$ cat config.mk
export PLATFORM = sky130hd
export DESIGN_NAME = shift_unbuffer
export DESIGN_NICKNAME = d
export VERILOG_FILES = /design/src/rtl/shift_unbuffer.sv
export SDC_FILE = /design/constraint.sdc
export NUM_CORES = 1
export LEC_CHECK = 0
export ABC_CLOCK_PERIOD_IN_PS = 2200
export CORE_UTILIZATION = 55
export DETAILED_ROUTE_END_ITERATION = 16
export PLACE_DENSITY = 0.87
export RECOVER_POWER = 100
export SYNTH_ARGS = -nofsm -noshare
export SYNTH_HDL_FRONTEND = slang
export SYNTH_SLANG_ARGS = --single-unit
$ cat constraint.sdc
create_clock -name clk -period 2.2 [get_ports clk]
set_clock_uncertainty 0.1 [all_clocks]
set_input_delay 0.44 -clock clk [delete_from_list [all_inputs] [get_ports clk]]
set_output_delay 0.44 -clock clk [all_outputs]
set_load 0.01 [all_outputs]
$ cat src/rtl/shift_unbuffer.sv
// Parallel-to-serial unpacker: captures one BUF_SIZE*BUF_WIDTH vector and streams
// its words out MSB-most first over a valid/ready handshake with zero-bubble reload.
module shift_unbuffer #(
  parameter int BUF_SIZE  = 8,
  parameter int BUF_WIDTH = 32
) (
  input  logic                          clk,
  input  logic                          rst_n,
  input  logic [BUF_SIZE*BUF_WIDTH-1:0] data_i,
  input  logic                          in_valid_i,
  output logic                          in_ready_o,
  output logic [BUF_WIDTH-1:0]          data_o,
  output logic                          out_valid_o,
  input  logic                          out_ready_i,
  output logic                          last_o
);

  localparam int VEC_W = BUF_SIZE * BUF_WIDTH;
  localparam int CNT_W = $clog2(BUF_SIZE);
  localparam logic [CNT_W-1:0] CNT_PEN = CNT_W'(BUF_SIZE - 2);

  typedef enum logic {IDLE, SEND} state_t;

  state_t             r_state;
  logic [VEC_W-1:0]   r_hold;
  logic [CNT_W-1:0]   r_cnt;
  logic               r_valid;
  logic               r_last;

  logic               w_in_ready;
  logic               w_load;
  logic               w_xfer;

  // A new vector may enter when idle, or when the final word leaves this very cycle.
  assign w_in_ready  = (r_state == IDLE) | (out_ready_i & r_last);
  assign w_load      = in_valid_i & w_in_ready;
  assign w_xfer      = r_valid & out_ready_i;

  assign in_ready_o  = w_in_ready;
  assign out_valid_o = r_valid;
  assign last_o      = r_last;
  // The holding register shifts left, so the current word is always its top slice.
  assign data_o      = r_hold[VEC_W-1 -: BUF_WIDTH];

  always_ff @(posedge clk or negedge rst_n) begin
    if (!rst_n) begin
      r_state <= IDLE;
      r_hold  <= '0;
      r_cnt   <= '0;
      r_valid <= 1'b0;
      r_last  <= 1'b0;
    end else begin
      case (r_state)
        IDLE: begin
          if (w_load) begin
            r_hold  <= data_i;
            r_cnt   <= '0;
            r_valid <= 1'b1;
            r_last  <= 1'b0;
            r_state <= SEND;
          end
        end
        SEND: begin
          if (w_xfer) begin
            if (r_last) begin
              r_cnt  <= '0;
              r_last <= 1'b0;
              if (w_load) begin
                r_hold <= data_i;
              end else begin
                r_hold  <= '0;
                r_valid <= 1'b0;
                r_state <= IDLE;
              end
            end else begin
              r_hold <= {r_hold[VEC_W-BUF_WIDTH-1:0], {BUF_WIDTH{1'b0}}};
              r_cnt  <= r_cnt + CNT_W'(1);
              r_last <= (r_cnt == CNT_PEN);
            end
          end
        end
        default: begin
          r_state <= IDLE;
          r_valid <= 1'b0;
          r_last  <= 1'b0;
        end
      endcase
    end
  end

endmodule

==> reports/results.txt, run 1 <==
result of the run - complete, no violations
total die area - 23,800 um^2
Area Growth Syn to Fin - 30.1%
clock latency on the worst-skew pair - 0.53 ns
number of H-tree levels - 1
unrepaired setup endpoints after global routing - false
Max Clock Freq - 0.476 GHz
total number of nets in the final design - 1,872
drt drc - 0
P per Cell Area - 1080 nW/um^2
most common flop cell mapped by yosys - sky130_fd_sc_hd__dfrtp_1
final HPWL from detailed placement - 25.8 mm
Critical Path Stages - 1
clock tree from TritonCTS - yes
Cell Rows - 55
final weighted congestion of routability-driven global placement - 0.865
number of buffers created by CTS - 27
startpoint of the most critical setup path - r_hold[229]
post-route clock period utilization - 95.5%
antenna violations before repair - 0
library cells used by synthesis - 30
Place WS - -0.0427 ns
number of global-route vias before repair - 11,500
Comb pwr share - 28.7%
transition at the pin with the smallest max-transition slack - 1.09 ns
internal power consumption - 12,200 uW
fin crit period - 2.10 ns
vias after detailed routing - 12,100
Setup TNS - 0 ns
Synthesized Nets - 1,669
synth cell count leaders - sky130_fd_sc_hd__dfrtp_1 (262), sky130_fd_sc_hd__nand2_1 (226), sky130_fd_sc_hd__a31oi_1 (224), sky130_fd_sc_hd__nor3_1 (224), sky130_fd_sc_hd__o21ai_0 (206)
class of the most critical hold timing path - in -> reg
number of placed I/O pins - 295
final worst-path setup slack - 0.0993 ns
Post-Synth Simple-Gate Area - 16.3%
sequential element share of the synthesized area - 51.5%
per-cell via count in the routed design - 6.31
final setup fails - 0
top cells by area in the synthesized netlist - sky130_fd_sc_hd__dfrtp_1 (51%), sky130_fd_sc_hd__a31oi_1 (11%), sky130_fd_sc_hd__nor3_1 (8.8%), sky130_fd_sc_hd__o21ai_0 (8.1%), sky130_fd_sc_hd__nand2_1 (6.7%)
global routing usage summed across all routing layers - 31.4%
startpoint of the worst-slack reg-to-reg timing path - last_o
hold path cells - 3
nature of the critical path endpoint - output pin
cell accounting for the most synthesized area - sky130_fd_sc_hd__dfrtp_1
total grt overflow - 0
source of the worst hold timing path - data_i[132]
Switch Pwr - 5650 uW
Worst path top cell family by delay - buffers and inverters
synthesized netlist cell count - 1,407
fraction of post-synthesis cell area in the top cell type by area - 51.5%
Initial DRT Pass Iterations - 5
wire length of the first global-routing pass - 59.7 mm
Fin. Hold Viols - 0
cell at the slowest stage of the critical path - sky130_fd_sc_hd__dlygate4sd3_1
EDFF count, synth - 0
initial standard-cell utilization of the core - 56.2%
number of slew-limit violations in the final report - 0
Max Cap Violations - 0
number of DRC markers after the initial detailed-route iteration - 1,074
share of layout cells above drive strength 1 - 7.24%
Design Power - 17,900 uW
WP data required - 1.66 ns
I/O Buffers - 294
remaining antenna violation count - 0
core area - 22,600 um^2
Static Leakage - 0.00679 uW
root cell of the clock tree - sky130_fd_sc_hd__clkbuf_16
Critical Setup Path Class - reg -> out
largest net degree at the start of global routing - 80
Mapped Area - 12,700 um^2
routed length per placed instance - 19.7 um
Yosys Warn Count - 0
total length of routed wires - 37.7 mm
arithmetic-cell share of the synthesized area counting full adders, half adders and majority gates - 0.197%
asr flop ratio synth - 100%
fraction of the mapped netlist area in compound gates - 22.6%
clock-pin slew reported for the worst setup and hold paths after clock tree synthesis - 0.06 ns
antenna diode count - 0
setup repair bufs after CTS - 0
y dimension of the die - 154 um
clock network power share - 25.3%
share of synthesized area spent on multiplexers - 0%
Synth Area in XOR/XNOR - 0%
category of the worst setup path launch point - flip-flop
longest individual stage delay on the worst path - 0.64 ns
sequential fraction of design power - 46.0%
maximum count of clock buffers along a single path - 3
clock sink count - 262
largest family of logic cells by synthesized area - compound AO/OA/AOI/OAI gates
headroom to the max-slew limit - 27.5%
dominant cell by count in the synthesized netlist - sky130_fd_sc_hd__dfrtp_1
maximum vdd drop - 0.000653 V
worst hold margin - 0.391 ns
data arrival time of the critical path - 1.56 ns
maximum fanout along the worst path - 2
total of flip-flops plus latches after synthesis - 262
Syn Area/Cell - 9.05 um^2
die boundary width - 154 um
crit path buf inv count - 1
Reg2Reg Depth - 4
switching share of total power - 31.6%
cells along the critical path - dlygate4sd3_1
power groups by stage:
stage	Combinational, uW	Clock [uW]	Sequential (uW)
floorplan	3680	0	7840
global placement	4970	0	8120
detailed placement	5230	0	8250
CTS	5280	4570	8190
global route	5750	4770	8440
finish	5130	4530	8240
worst min-delay path: stages:
cell                              delay (ns)
sky130_fd_sc_hd__clkdlybuf4s50_1        0.39
sky130_fd_sc_hd__o21ai_0                0.07
sky130_fd_sc_hd__a31oi_1                0.08
layout make-up:
class                   instances  area (um^2)
repair buffers                361         3770
inverters                       2         12.5
well taps                     285          357
clock buffers                  38          767
fillers                      1591         6070
clock inverters                10          103
flip-flops and latches        262         6560
multi-input cells             956         5000
layer usage:
layer	track usage (%)	wire, um	vias to the layer above
met5	0	0	-
met4	13.0	1450	0
met3	5.33	3220	100
met2	51.6	18200	647
met1	41.4	14800	5823
li1	-	-	5503
per-stage QoR:
stage	util (%)	instances	area [um^2]
final	73.2	1914	16600
after global routing	73.2	1914	16600
after CTS	73.7	1914	16700
after detailed placement	69.8	1865	15800
after global placement	69.8	1865	15800
after floorplan	-	1407	12700
final timing paths:
kind / endpoint / slack [ns]
min in group asynchronous: r_hold[254] / 0.56
min: r_hold[132] / 0.39
min reg2reg: r_hold[15] / 0.40
max: data_o[5] / 0.1
max reg2reg: r_hold[249] / 0.14
max in group asynchronous: last_o / 0.38
flip-flops by register name (all words and copies together) (netlist names):
signal and count:
r_hold 256, out_valid_o 1, r_cnt 3, r_state 1, last_o 1
layout by cell type, fill, tap and decap left out, types with 2 or more instances in the layout:
cell,synthesis,layout
sky130_fd_sc_hd__buf_4,71,28
sky130_fd_sc_hd__nand2_1,226,226
sky130_fd_sc_hd__clkinv_2,0,7
sky130_fd_sc_hd__buf_12,0,27
sky130_fd_sc_hd__clkdlybuf4s50_1,0,259
sky130_fd_sc_hd__o21ai_1,21,21
sky130_fd_sc_hd__dfrtp_2,0,2
sky130_fd_sc_hd__a22o_1,32,32
sky130_fd_sc_hd__bufinv_16,0,2
sky130_fd_sc_hd__ha_1,2,2
sky130_fd_sc_hd__dfrtp_1,262,260
sky130_fd_sc_hd__clkbuf_1,26,7
sky130_fd_sc_hd__clkbuf_4,0,2
sky130_fd_sc_hd__clkbuf_8,0,5
sky130_fd_sc_hd__a31oi_1,224,224
sky130_fd_sc_hd__buf_6,19,3
sky130_fd_sc_hd__clkbuf_16,0,27
sky130_fd_sc_hd__nand3_1,6,6
sky130_fd_sc_hd__clkbuf_2,1,5
sky130_fd_sc_hd__nor3_1,224,224
sky130_fd_sc_hd__nor2_1,1,2
sky130_fd_sc_hd__o21ai_0,206,206
sky130_fd_sc_hd__dlygate4sd3_1,0,34
sky130_fd_sc_hd__o2bb2ai_1,2,2
what timing repair did:
action / CTS / global route
endpoints found under the setup margin: 1 / 0
resized for setup: 3 / 0
hold buffers: 1 / 0
endpoints found under the hold margin: 34 / 0
kinds of logic after synthesis:
logic type	after synthesis
AND/OR/NAND/NOR	465
AO/OA/AOI/OAI	489
buffers and inverters	189
adder cells (fa/ha/maj)	2
flip-flops	262
Note: power is estimated with default switching activity, not from simulation.
==> run 2: changes to the inputs <==
--- a/config.mk
+++ b/config.mk
@@ -10,6 +10,7 @@
 export DETAILED_ROUTE_END_ITERATION = 16
 export PLACE_DENSITY = 0.87
 export RECOVER_POWER = 100
+export SLEW_MARGIN = 25
 export SYNTH_ARGS = -nofsm -noshare
 export SYNTH_HDL_FRONTEND = slang
 export SYNTH_SLANG_ARGS = --single-unit
==> results of run 2 <==
Final layout, timing and power as in run 1 (identical DEF).
==> run 3: changes to the inputs <==
--- a/config.mk
+++ b/config.mk
@@ -8,7 +8,7 @@
 export ABC_CLOCK_PERIOD_IN_PS = 2200
 export CORE_UTILIZATION = 55
 export DETAILED_ROUTE_END_ITERATION = 16
-export PLACE_DENSITY = 0.87
+export PLACE_DENSITY = 0.94
 export RECOVER_POWER = 100
 export SLEW_MARGIN = 25
 export SYNTH_ARGS = -nofsm -noshare
==> reports/results.txt, run 3 (synthesized netlist as in run 1, its figures left out) <==
result of the run - complete, no violations
Area Growth Syn to Fin - 31.0%
antenna violations before repair - 2
Worst path top cell family by delay - buffers and inverters
number of buffers created by CTS - 27
end of the worst register-to-register path - r_hold[145]
number of H-tree levels - 1
source of the worst hold timing path - data_i[152]
Max Clock Freq - 0.467 GHz
clock network power share - 27.0%
I/O Buffers - 294
WP data required - 1.66 ns
hold path cells - 3
Fin. Hold Viols - 0
maximum vdd drop - 0.000667 V
headroom to the max-slew limit - 32.4%
cell at the slowest stage of the critical path - sky130_fd_sc_hd__clkdlybuf4s50_1
unrepaired setup endpoints after global routing - false
remaining antenna violation count - 0
total length of routed wires - 38.7 mm
total die area - 23,800 um^2
final weighted congestion of routability-driven global placement - 0.874
data arrival time of the critical path - 1.60 ns
sequential fraction of design power - 44.7%
Critical Setup Path Class - reg -> out
per-cell via count in the routed design - 6.39
Max Cap Violations - 0
nature of the critical path endpoint - output pin
P per Cell Area - 1100 nW/um^2
core area - 22,600 um^2
Comb pwr share - 28.3%
total grt overflow - 0
y dimension of the die - 154 um
fillers - 1,525
number of placed I/O pins - 295
die boundary width - 154 um
Switch Pwr - 5720 uW
startpoint of the worst-slack reg-to-reg timing path - r_state
total number of nets in the final design - 1,875
internal power consumption - 12,700 uW
share of layout cells above drive strength 1 - 7.10%
dominant cell type by count on the critical path - sky130_fd_sc_hd__nand2_1
maximum count of clock buffers along a single path - 3
post-place instance area - 15,800 um^2
Initial DRT Pass Iterations - 5
top library cells by usage in the layout, fill and taps aside - sky130_fd_sc_hd__clkdlybuf4s50_1 (260), sky130_fd_sc_hd__dfrtp_1 (260), sky130_fd_sc_hd__nand2_1 (226), sky130_fd_sc_hd__nor3_1 (224), sky130_fd_sc_hd__a31oi_1 (224)
area of all placed cells without fillers - 16,700 um^2
Reg2Reg Depth - 5
vias after detailed routing - 12,300
Cell Rows - 55
routed length per placed instance - 20.2 um
drt drc - 0
Static Leakage - 0.00683 uW
final setup fails - 0
cells along the critical path - nand2_1 > nand2_1 > clkdlybuf4s50_1
root cell of the clock tree - sky130_fd_sc_hd__clkbuf_16
category of the worst setup path launch point - flip-flop
register-to-register setup slack - 0.12 ns
longest individual stage delay on the worst path - 0.52 ns
Design Power - 18,400 uW
register with the most flip-flops - r_hold
clock tree from TritonCTS - yes
Worst Hold Path EP - r_hold[152]
clock-pin slew reported for the worst setup and hold paths after clock tree synthesis - 0.06 ns
Largest register FFs - 256
final HPWL from detailed placement - 26.4 mm
largest net degree at the start of global routing - 85
fin crit period - 2.14 ns
wire length of the first global-routing pass - 60.5 mm
number of global-route vias before repair - 11,700
initial standard-cell utilization of the core - 56.2%
transition at the pin with the smallest max-transition slack - 1.01 ns
clock sink count - 262
registers with the most flip-flops - r_hold (256), r_cnt (3)
switching share of total power - 31.1%
post-route clock period utilization - 97.3%
crit path buf inv count - 1
maximum fanout along the worst path - 4
global routing usage summed across all routing layers - 31.9%
clock latency on the worst-skew pair - 0.53 ns
number of slew-limit violations in the final report - 0
class of the most critical hold timing path - in -> reg
number of DRC markers after the initial detailed-route iteration - 1,153
-- run 3: cell count changes in the layout (fill, tap and decap cells not counted), moves of 2 or more --
cell and delta:
sky130_fd_sc_hd__clkbuf_8 -2, sky130_fd_sc_hd__bufinv_16 +4, sky130_fd_sc_hd__clkbuf_2 -2, sky130_fd_sc_hd__o21ai_1 -12, sky130_fd_sc_hd__buf_12 +3, sky130_fd_sc_hd__buf_4 -4
sky130_fd_sc_hd__buf_6 -2, sky130_fd_sc_hd__clkbuf_1 +6, sky130_fd_sc_hd__o21ai_0 +12, sky130_fd_sc_hd__clkinv_2 +2
-- run 3: worst min-delay path, stage by stage --
cell	delay (ns)
sky130_fd_sc_hd__clkdlybuf4s50_1	0.39
sky130_fd_sc_hd__o21ai_0	0.07
sky130_fd_sc_hd__a31oi_1	0.08
-- run 3: layout make-up --
cell class              instances  area [um^2]  share of cell area (%)
multi-input cells             956         4980                    29.9
repair buffers                364         3810                    22.8
inverters                       2         10.0                  0.0600
well taps                     285          357                    2.14
clock inverters                16          234                    1.40
clock buffers                  34          732                    4.39
flip-flops and latches        262         6560                    39.3
diodes                          1         2.50                  0.0150
-- run 3: power groups by stage --
stage / clock [uW] / sequential (uW) / combinational, uW
2_1_floorplan: 0 / 7840 / 3680
3_3_place_gp: 0 / 8090 / 5010
3_5_place_dp: 0 / 8240 / 5290
4_1_cts: 5000 / 8190 / 5350
5_1_grt: 5190 / 8430 / 5790
6_report: 4970 / 8220 / 5200
-- run 3: repair_timing --
action | in CTS | in global routing
resized for setup | 2 | 0
setup endpoints to repair | 1 | 0
endpoints found under the hold margin | 55 | 0
hold buffers | 1 | 0
setup buffers | 3 | 0
-- run 3: layer usage --
| layer | wire length [um] | vias to the layer above | part of all wire, % | track usage [%] |
|---|---|---|---|---|
| met5 | 12 | - | 0.031 | 0 |
| met4 | 1810 | 2 | 4.7 | 14.5 |
| met1 | 14600 | 5871 | 38 | 40.5 |
| li1 | - | 5514 | - | - |
| met3 | 3380 | 126 | 8.7 | 5.69 |
| met2 | 18900 | 751 | 49 | 53.3 |
-- run 3: per-stage QoR --
stage	worst slack (ns)	hold WS [ns]	setup TNS (ns)	instances	util, %
3_3_place_gp	0.0362	0.341	0	1865	70.0
3_5_place_dp	-0.0795	0.350	-2.41	1865	70.0
4_1_cts	0.0351	0.374	0	1919	74.4
5_1_grt	0.00780	0.393	0	1919	73.7
2_1_floorplan	0.694	0.0444	0	1407	-
6_report	0.0601	0.387	0	1920	73.7
-- run 3: how the worst max path moves through the flow --
stage	start	depth (start not counted)	endpoint	slack, ns
after floorplan	out_valid_o	6	r_hold[215]	0.69
after global placement	out_ready_i	7	r_hold[76]	0.04
after detailed placement	out_ready_i	7	r_hold[149]	-0.08
after CTS	last_o	3	in_ready_o	0.04
after global routing	last_o	3	in_ready_o	0.008
final	last_o	3	in_ready_o	0.06
